[src/rtl/sync_updown_counter_pkg.sv]
// Shared constants for the synchronous up/down counter.
// Build option: define SYNC_UPDOWN_COUNTER_SATURATE_EN to saturate instead of wrap.
package sync_updown_counter_pkg;

  localparam logic DIR_UP   = 1'b1;
  localparam logic DIR_DOWN = 1'b0;

  localparam int              DEF_WIDTH = 4;
  localparam longint unsigned DEF_MOD   = 16;

  // Uncomment (or pass on the command line) to hold at the end of range instead of rolling over.
  // `define SYNC_UPDOWN_COUNTER_SATURATE_EN

endpackage

[src/rtl/sync_updown_counter_mod_step.sv]
// Combinational +1/-1 step modulo MOD, with rollover flag.
// Build option: SYNC_UPDOWN_COUNTER_SATURATE_EN selects saturation at the range ends.
module sync_updown_counter_mod_step
  import sync_updown_counter_pkg::*;
#(
  parameter int              WIDTH = DEF_WIDTH,
  parameter longint unsigned MOD   = DEF_MOD
) (
  input  logic [WIDTH-1:0] count,
  input  logic             up,
  output logic [WIDTH-1:0] next_count,
  output logic             rollover
);

  localparam logic [WIDTH:0]   MOD_W = (WIDTH+1)'(MOD);
  localparam logic [WIDTH-1:0] MAX_V = WIDTH'(MOD - 1);

  logic [WIDTH:0] inc_w;
  logic [WIDTH:0] dec_w;
  logic           at_top;
  logic           at_bottom;

  // The extra bit makes MOD = 2**WIDTH compare correctly; the borrow bit flags 0 -> -1.
  assign inc_w     = {1'b0, count} + 1'b1;
  assign dec_w     = {1'b0, count} - 1'b1;
  assign at_top    = (inc_w == MOD_W);
  assign at_bottom = dec_w[WIDTH];

  always_comb begin
    next_count = count;
    rollover   = 1'b0;
    if (up == DIR_UP) begin
      if (at_top) begin
`ifdef SYNC_UPDOWN_COUNTER_SATURATE_EN
        next_count = count;
`else
        next_count = '0;
        rollover   = 1'b1;
`endif
      end else begin
        next_count = inc_w[WIDTH-1:0];
      end
    end else begin
      if (at_bottom) begin
`ifdef SYNC_UPDOWN_COUNTER_SATURATE_EN
        next_count = count;
`else
        next_count = MAX_V;
        rollover   = 1'b1;
`endif
      end else begin
        next_count = dec_w[WIDTH-1:0];
      end
    end
  end

endmodule

[src/rtl/sync_updown_counter.sv]
// Fully synchronous modulo-MOD up/down counter with load, terminal count and wrap pulse.
// Build option: SYNC_UPDOWN_COUNTER_SATURATE_EN holds at the range ends and keeps Wrap low.
module sync_updown_counter
  import sync_updown_counter_pkg::*;
#(
  parameter int              WIDTH     = DEF_WIDTH,
  parameter longint unsigned MOD       = DEF_MOD,
  parameter longint unsigned RESET_VAL = 0
) (
  input  logic             Clk,
  input  logic             Clr,
  input  logic             En,
  input  logic             Up,
  input  logic             Load,
  input  logic [WIDTH-1:0] LoadVal,
  output logic [WIDTH-1:0] count,
  output logic             Tc,
  output logic             Wrap,
  output logic             LoadErr
);

  localparam logic [WIDTH:0]   MOD_W = (WIDTH+1)'(MOD);
  localparam logic [WIDTH-1:0] MAX_V = WIDTH'(MOD - 1);

  // Stops elaboration on an illegal parameter set.
  if (WIDTH < 1 || WIDTH > 32 || MOD < 2 || MOD > (64'd1 << WIDTH) || RESET_VAL >= MOD) begin : g_param_chk
    $fatal(1, "sync_updown_counter: illegal WIDTH/MOD/RESET_VAL");
  end

  logic [WIDTH-1:0] step_val;
  logic             step_roll;
  logic             load_ok;

  sync_updown_counter_mod_step #(
    .WIDTH (WIDTH),
    .MOD   (MOD)
  ) u_step (
    .count      (count),
    .up         (Up),
    .next_count (step_val),
    .rollover   (step_roll)
  );

  assign load_ok = ({1'b0, LoadVal} < MOD_W);

  always_ff @(posedge Clk) begin
    if (Clr) begin
      count   <= WIDTH'(RESET_VAL);
      Wrap    <= 1'b0;
      LoadErr <= 1'b0;
    end else if (Load) begin
      if (load_ok) count <= LoadVal;
      Wrap    <= 1'b0;
      LoadErr <= ~load_ok;
    end else if (En) begin
      count   <= step_val;
`ifdef SYNC_UPDOWN_COUNTER_SATURATE_EN
      Wrap    <= 1'b0;
`else
      Wrap    <= step_roll;
`endif
      LoadErr <= 1'b0;
    end else begin
      Wrap    <= 1'b0;
      LoadErr <= 1'b0;
    end
  end

  // Left ungated by Load/Clr so a cascaded stage can use it as a same-cycle enable.
  assign Tc = En & (((Up == DIR_UP) & (count == MAX_V)) | ((Up == DIR_DOWN) & (count == '0)));

endmodule
[config.mk]
export PLATFORM = sky130hd
export DESIGN_NAME = sync_updown_counter
export DESIGN_NICKNAME = d
export VERILOG_FILES = /design/src/rtl/sync_updown_counter_pkg.sv /design/src/rtl/sync_updown_counter_mod_step.sv /design/src/rtl/sync_updown_counter.sv
export SDC_FILE = /design/constraint.sdc
export NUM_CORES = 1
export LEC_CHECK = 0
export CAP_MARGIN = 10
export CORE_AREA = 3 3 40 42
export CTS_CLUSTER_DIAMETER = 30
export CTS_CLUSTER_SIZE = 14
export DETAILED_ROUTE_END_ITERATION = 12
export DIE_AREA = 0 0 43 45
export SLEW_MARGIN = 0
export SYNTH_ARGS = -nofsm -noshare
export SYNTH_HDL_FRONTEND = slang
export SYNTH_HIERARCHICAL = 1
export SYNTH_SLANG_ARGS = --single-unit
export TNS_END_PERCENT = 100
[constraint.sdc]
create_clock -name Clk -period 2.6 [get_ports Clk]
set_clock_uncertainty 0.2 [all_clocks]
set_input_delay 0.39 -clock Clk [delete_from_list [all_inputs] [get_ports Clk]]
set_output_delay 0.39 -clock Clk [all_outputs]
set_load 0.01 [all_outputs]
==> summary.md, run 1 <==
| Metric | Value |
|---|---|
| Status | finished, final reports clean |
| Final Cell Area | about 600 um2 |
| Die area | 1940 um2 |
| Inserted Clock Buffers | 3 |
| Routability Congestion | roughly 0.7 |
| CTS Sinks | 5 |
| Worst Hold Class | reg2reg |
| I/O pin cnt | 16 |
| Vias in the first global route | 341 |
| Area Overhead vs Synth | 45.4% |
| Critical Path End Type | primary output |
| CTS tree | built |
| Synth cell count leaders | mux2i_1, dfxtp_1, a211oi_1, nor2b_1 |
| Most area-hungry cell type in the Yosys netlist | dfxtp_1 |
| Vias | 400 |
| Most frequently used flop master after synthesis | dfxtp_1 |
| RSZ-0062 raised after global routing | false |
| Chip width | around 43 um |
| Post-synth EDFFs | 0 |
| Row count | 13 |
| Period Utilization, post-route | a little over nine tenths |
| Seq cells post-synth | 5 |
| Clock slew at reported path FFs | 0.04 ns |
| Total grt overflow | 0 |
| Total GRT Usage | 10.8% |
| Post-CTS Setup Inserts | 0 |
| Synth Instances | 48 |
| IO Port Bufs | 14 |
| Hold Violations, Final | 0 |
| Tmin final | 2.50 ns |
| Synth top area share | 23.7% |
| Sequential element share of the synthesized area | 23.7% |
| DR vias/cell | just under 5 |
| Crit path DAT | 1.91 ns |
| Antenna violations before repair | 0 |
| CTS Hold Bufs | 0 |
| Setup-failing EPs final | 0 |
| Synth Cell Area | 422 um2 |
| Hold Crit Start | count[3] |
| Leak pwr | 0.248 nW |
| Core Util, Final | 47.7% |
| R2R cell count | 8 |
| Total Neg Setup Slack | 0 ns |
| Core Area | between 1000 and 1500 um2 |
| DRT iter0 DRCs | 0 |
| Total Power | between 0.0002 and 0.0003 W |
| WL/cell | around 11 um |
| Clk buf depth | 2 |
| Number of remaining DRC errors | 0 |
| Reg2Reg Setup Slack | 0.86 ns |
| DP HPWL | 710 um |
| Critical register-to-register path startpoint | count[0] |
| Final nets | 79 |
| Cts repair resizes | 0 |
| Critical path type | reg2out |
| Most frequent cell after synthesis | mux2i_1 |
| Worst vdd ir | 326 uV |
| Initial core utilization | 32.8% |
| Final wirelength | about 900 um |
| Net Count, Synth | between 50 and 60 |
| Placed inst area | 587 um2 |
| Die H | approximately 45 um |
| Yosys cell types | 27 |
| Root buf cell | clkbuf_4 |
| Worst r2r dst | count[1] |
| Share of post-route cells with drive strength above 1 | 16.4% |
| Max cap viols | 0 |
| CP required | 2.01 ns |
| Crit-path max FO | 10 |
| Ant diodes | 0 |
| Drt first pass iters | 1 |
| Antenna Violating Nets Remaining | 0 |
| Mean Syn Cell Area | 8.78 um2 |
| Worst setup SP type | flip-flop |
| Slew Limit Fails | 0 |
| Worst skew pair latency | roughly 0.24 ns |
| Fraction of registers with async set/reset | 0% |
| Fmax | 400 MHz |
| Synth top area cells | dfxtp_1, mux2i_1, a211oi_1 |
| Power Density | between 400 and 500 nW/um2 |
| First-pass GRT wire length | between 1000 and 1500 um |
| Hold WS | about 0.47 ns |
| Hold path depth | 2 |
| CTS H-tree lvls | 1 |
| Hold-critical path endpoint | count[3] |
| Pin count of the biggest net entering global routing | 11 |
| Synth Warn # | 6 |
cell families (layout without fill, tap and decap cells):
family / count (synthesis) / count (layout) / synth area share, %
simple gates: 16 / 16 / 25.2
compound gates: 11 / 11 / 19.6
mux: 6 / 6 / 14.2
buf+inv: 6 / 25 / 8.31
flops: 5 / 5 / 23.7
fa+ha+maj: 2 / 2 / 5.93
other cells: 1 / 1 / 0.889
xor+xnor: 1 / 1 / 2.08
metrics by stage:
step	setup WS (ns)	std cells
detailed placement	0.340	78
CTS	0.0777	82
finish	0.0999	82
floorplan	0.840	48
global placement	0.361	78
global route	0.0133	82
critical path, stage by stage, from the launching register on:
cell and delay [ns]:
dfxtp_1 0.39, or4_1 0.55, o22ai_1 0.17, clkdlybuf4s50_1 0.55
flip-flops by register name, indices dropped and copies added (netlist names):
signal and flops:
Wrap 1, count 4
cell usage in the layout (no fill, tap or decap), drive strengths merged:
master	Yosys	final
o31ai	2	2
nand2	1	1
o22ai	1	1
nand2b	2	2
and4	1	1
buf	3	4
nand4	1	1
ha	2	2
a211oi	4	4
nor2	3	3
mux2i	6	6
inv	3	3
clkbuf	0	4
nor4	1	1
nor2b	4	4
o21ba	1	1
xnor2	1	1
dfxtp	5	5
nand3	1	1
conb	1	1
o21a	1	1
clkdlybuf4s50	0	14
or4	1	1
a21oi	1	1
nor4bb	1	1
o21ai	1	1
how the worst max path moves through the flow:
| stage | start | to | slack [ns] | depth (start not counted) |
|---|---|---|---|---|
| finish | count[3] | Tc | 0.1 | 3 |
| global route | count[3] | Tc | 0.01 | 3 |
| global placement | Up | Tc | 0.36 | 4 |
| detailed placement | Up | Tc | 0.34 | 4 |
| floorplan | count[3] | Tc | 0.84 | 2 |
| CTS | count[3] | Tc | 0.08 | 3 |
where the power goes:
part	total, W	switching, W	internal [W]
clock	0.0000898	0.0000318	0.0000580
combinational	0.0000899	0.0000373	0.0000525
sequential	0.0000905	0.00000788	0.0000827
total	0.000270	0.0000770	0.000193
layer usage:
layer / up-vias / GRT usage (%) / wire length (um)
met5: - / 0 / 0
met4: 0 / 3.61 / 0
met3: 0 / 7.57 / 71
met2: 11 / 15.0 / 392
met1: 177 / 13.0 / 435
li1: 212 / - / -
layout make-up:
cell class	instances	area, um2
Fill cell	125	672
Multi-Input combinational cell	37	287
Timing Repair Buffer	18	170
Sequential cell	5	100
Clock buffer	4	26.3
Tap cell	15	18.8
Inverter	3	11.3
Power figures use the tool's default switching activity.
==> run 2, diff against run 1 <==
--- a/config.mk
+++ b/config.mk
@@ -7,10 +7,10 @@
 export LEC_CHECK = 0
 export CAP_MARGIN = 10
 export CORE_AREA = 3 3 40 42
-export CTS_CLUSTER_DIAMETER = 30
 export CTS_CLUSTER_SIZE = 14
 export DETAILED_ROUTE_END_ITERATION = 12
 export DIE_AREA = 0 0 43 45
+export SETUP_SLACK_MARGIN = 0.4
 export SLEW_MARGIN = 0
 export SYNTH_ARGS = -nofsm -noshare
 export SYNTH_HDL_FRONTEND = slang
==> constraint.sdc (replaced) <==
create_clock -name Clk -period 2.25 [get_ports Clk]
set_clock_uncertainty 0.2 [all_clocks]
set_input_delay 0.3375 -clock Clk [delete_from_list [all_inputs] [get_ports Clk]]
set_output_delay 0.3375 -clock Clk [all_outputs]
set_load 0.01 [all_outputs]
==> run 2 against run 1 <==
Net effect: register-to-register slack got worse by 0.34 ns; routed wire length rose by 12%; worst hold slack got worse by 0.0023 ns; combinational power rose by 28%; largest cell class unchanged; core utilization rose by 1.8 points; sequential cell count did not move; global-route usage rose by 0.67 points; design area rose by 3.7%; setup slack improved by 0.25 ns.
==> summary.md, run 2 (synthesized netlist as in run 1, its figures left out) <==
| Metric | Value |
|---|---|
| Number of remaining DRC errors | 0 (unchanged) |
| Vias | 417 (was 400) |
| RSZ-0062 raised after global routing | true (was false) |
| Row count | 13 (unchanged) |
| Reg2Reg Setup Slack | 0.52 ns (was 0.86 ns) |
| Crit-path max FO | 2 (was 10) |
| Hold Violations, Final | 0 (unchanged) |
| Vias in the first global route | 383 (was 341) |
| Drt first pass iters | 3 (was 1) |
| Total Neg Setup Slack | 0 ns (unchanged) |
| Chip width | 43 um (unchanged) |
| R2R cell count | 8 (unchanged) |
| IO Port Bufs | 14 (unchanged) |
| Initial core utilization | 32.8% (unchanged) |
| Critical Path End Type | primary output (unchanged) |
| Power Density | 498 nW/um2 (was 441 nW/um2) |
| Area Overhead vs Synth | 50.7% (was 45.4%) |
| Status | finished, final reports clean (unchanged) |
| Worst skew pair latency | 0.24 ns (about the same) |
| CP Launch Point | count[3] (unchanged) |
| Biggest register | count (unchanged) |
| Core Util, Final | 49.5% (was 47.7%) |
| Die area | 1940 um2 (unchanged) |
| Worst r2r dst | count[1] (unchanged) |
| Most frequent cells in the layout | clkdlybuf4s50_1, mux2i_1, buf_4, dfxtp_1 (was clkdlybuf4s50_1, mux2i_1, dfxtp_1) |
| Max cap viols | 0 (unchanged) |
| Die H | 45 um (unchanged) |
| Period Utilization, post-route | 84.3% |
| Post-CTS Setup Inserts | 0 (unchanged) |
| Total grt overflow | 0 (unchanged) |
| Root buf cell | clkbuf_4 (unchanged) |
| DRT iter0 DRCs | 6 (was 0) |
| Worst setup SP type | flip-flop (unchanged) |
| Slew Limit Fails | 0 (unchanged) |
| CTS H-tree lvls | 1 (unchanged) |
| Setup-failing EPs final | 0 (unchanged) |
| Critical register-to-register path startpoint | count[0] (unchanged) |
| Fmax | 527 MHz |
| Critical path type | reg2out (unchanged) |
| First-pass GRT wire length | 1620 um (was 1490 um) |
| CTS Sinks | 5 (unchanged) |
| CTS Hold Bufs | 0 (unchanged) |
| Inserted Clock Buffers | 3 (unchanged) |
| Worst vdd ir | 318 uV (was 326 uV) |
| Total GRT Usage | 11.4% (was 10.8%) |
| Core Area | 1280 um2 (unchanged) |
| Register area | 100 um2 (unchanged) |
| Leak pwr | 0.309 nW (was 0.248 nW) |
| I/O pin cnt | 16 (unchanged) |
| WL/cell | 11.9 um (was 11.0 um) |
| Layout fillers | 132 (was 125) |
| DP HPWL | 741 um (was 710 um) |
| CP required | 1.71 ns (was 2.01 ns) |
| CTS tree | built (unchanged) |
| Final wirelength | 1000 um (was 899 um) |
| Share of post-route cells with drive strength above 1 | 21.7% (was 16.4%) |
| Max reg flops | 4 (unchanged) |
| Clock slew at reported path FFs | 0.04 ns (about the same) |
| Tmin final | 1.90 ns |
| Crit path DAT | 1.36 ns (was 1.91 ns) |
| Crit path to | Tc (unchanged) |
| Antenna violations before repair | 0 (unchanged) |
| Ant diodes | 0 (unchanged) |
| Commonest non-fill, non-tap cell in the layout | clkdlybuf4s50_1 (unchanged) |
| Antenna Violating Nets Remaining | 0 (unchanged) |
| Top Registers | count (4), Wrap (1) (unchanged) |
| Multi-input gate area | 289 um2 (was 287 um2) |
| Final nets | 81 (was 79) |
| Clk buf depth | 2 (unchanged) |
| Worst Hold Class | in2reg (was reg2reg) |
| Pin count of the biggest net entering global routing | 10 (was 11) |
| Routability Congestion | 0.705 (was 0.701) |
| DR vias/cell | 4.96 (was 4.88) |
==> run 2: changes by cell type in the layout (fill, tap and decap cells not counted) <==
cell / delta
dlymetal6s2s_1: +4
buf_4: +2
clkdlybuf4s50_1: -5
buf_2: +1
ha_1: -1
ha_2: +1
==> run 2: worst min path at each step <==
stage	startpoint	end	slack [ns]	cells after the start
global route	LoadVal[1]	count[1]	0.50	3
detailed placement	count[2]	count[2]	0.51	3
finish	Up	Wrap	0.47	4
floorplan	Clr	count[0]	0.21	1
global placement	count[2]	count[2]	0.51	3
CTS	LoadVal[1]	count[1]	0.50	3
==> run 2: stage by stage <==
step                      hold slack [ns]  setup slack, ns  instances  total power (W)  area, um2
after floorplan                     0.210            0.542         48         0.000168        422
after global placement              0.514            0.114         80         0.000216        602
after detailed placement            0.510           0.0666         80         0.000216        602
after CTS                           0.502            0.345         84         0.000321        623
after global routing                0.505            0.292         84         0.000339        636
final                               0.468            0.352         84         0.000316        636
==> run 2: repair_timing <==
item                       CTS  global route
gates resized for setup      4             5
pin swaps                    1             0
setup endpoints to repair    1             7
==> run 2: area by class of cell <==
cell class                 instances  share of cell area (%)
inverter                           3                    1.77
sequential                         5                    15.7
timing repair buffer              20                    29.9
clock buffer                       4                    4.13
tap                               15                    2.95
multi-input combinational         37                    45.5
==> run 2: where the power goes <==
part	internal [W]	switching, W	total [W]
clock network	0.0000670	0.0000360	0.000103
registers	0.0000955	0.00000304	0.0000985
logic	0.0000630	0.0000519	0.000115
total	0.000225	0.0000910	0.000316
==> run 2: layer usage <==
metal	up-vias	GRT usage, %	part of all wire [%]
li1	213	-	-
met1	195	13.0	46
met2	9	18.3	48
met3	0	6.37	6.2
met4	0	3.61	0
met5	-	0	0
==> run 2: critical path, cell delays in order (launching register included) <==
cell and delay [ns]:
dfxtp_1 0.30, or4_1 0.52, o22ai_1 0.15, buf_2 0.15
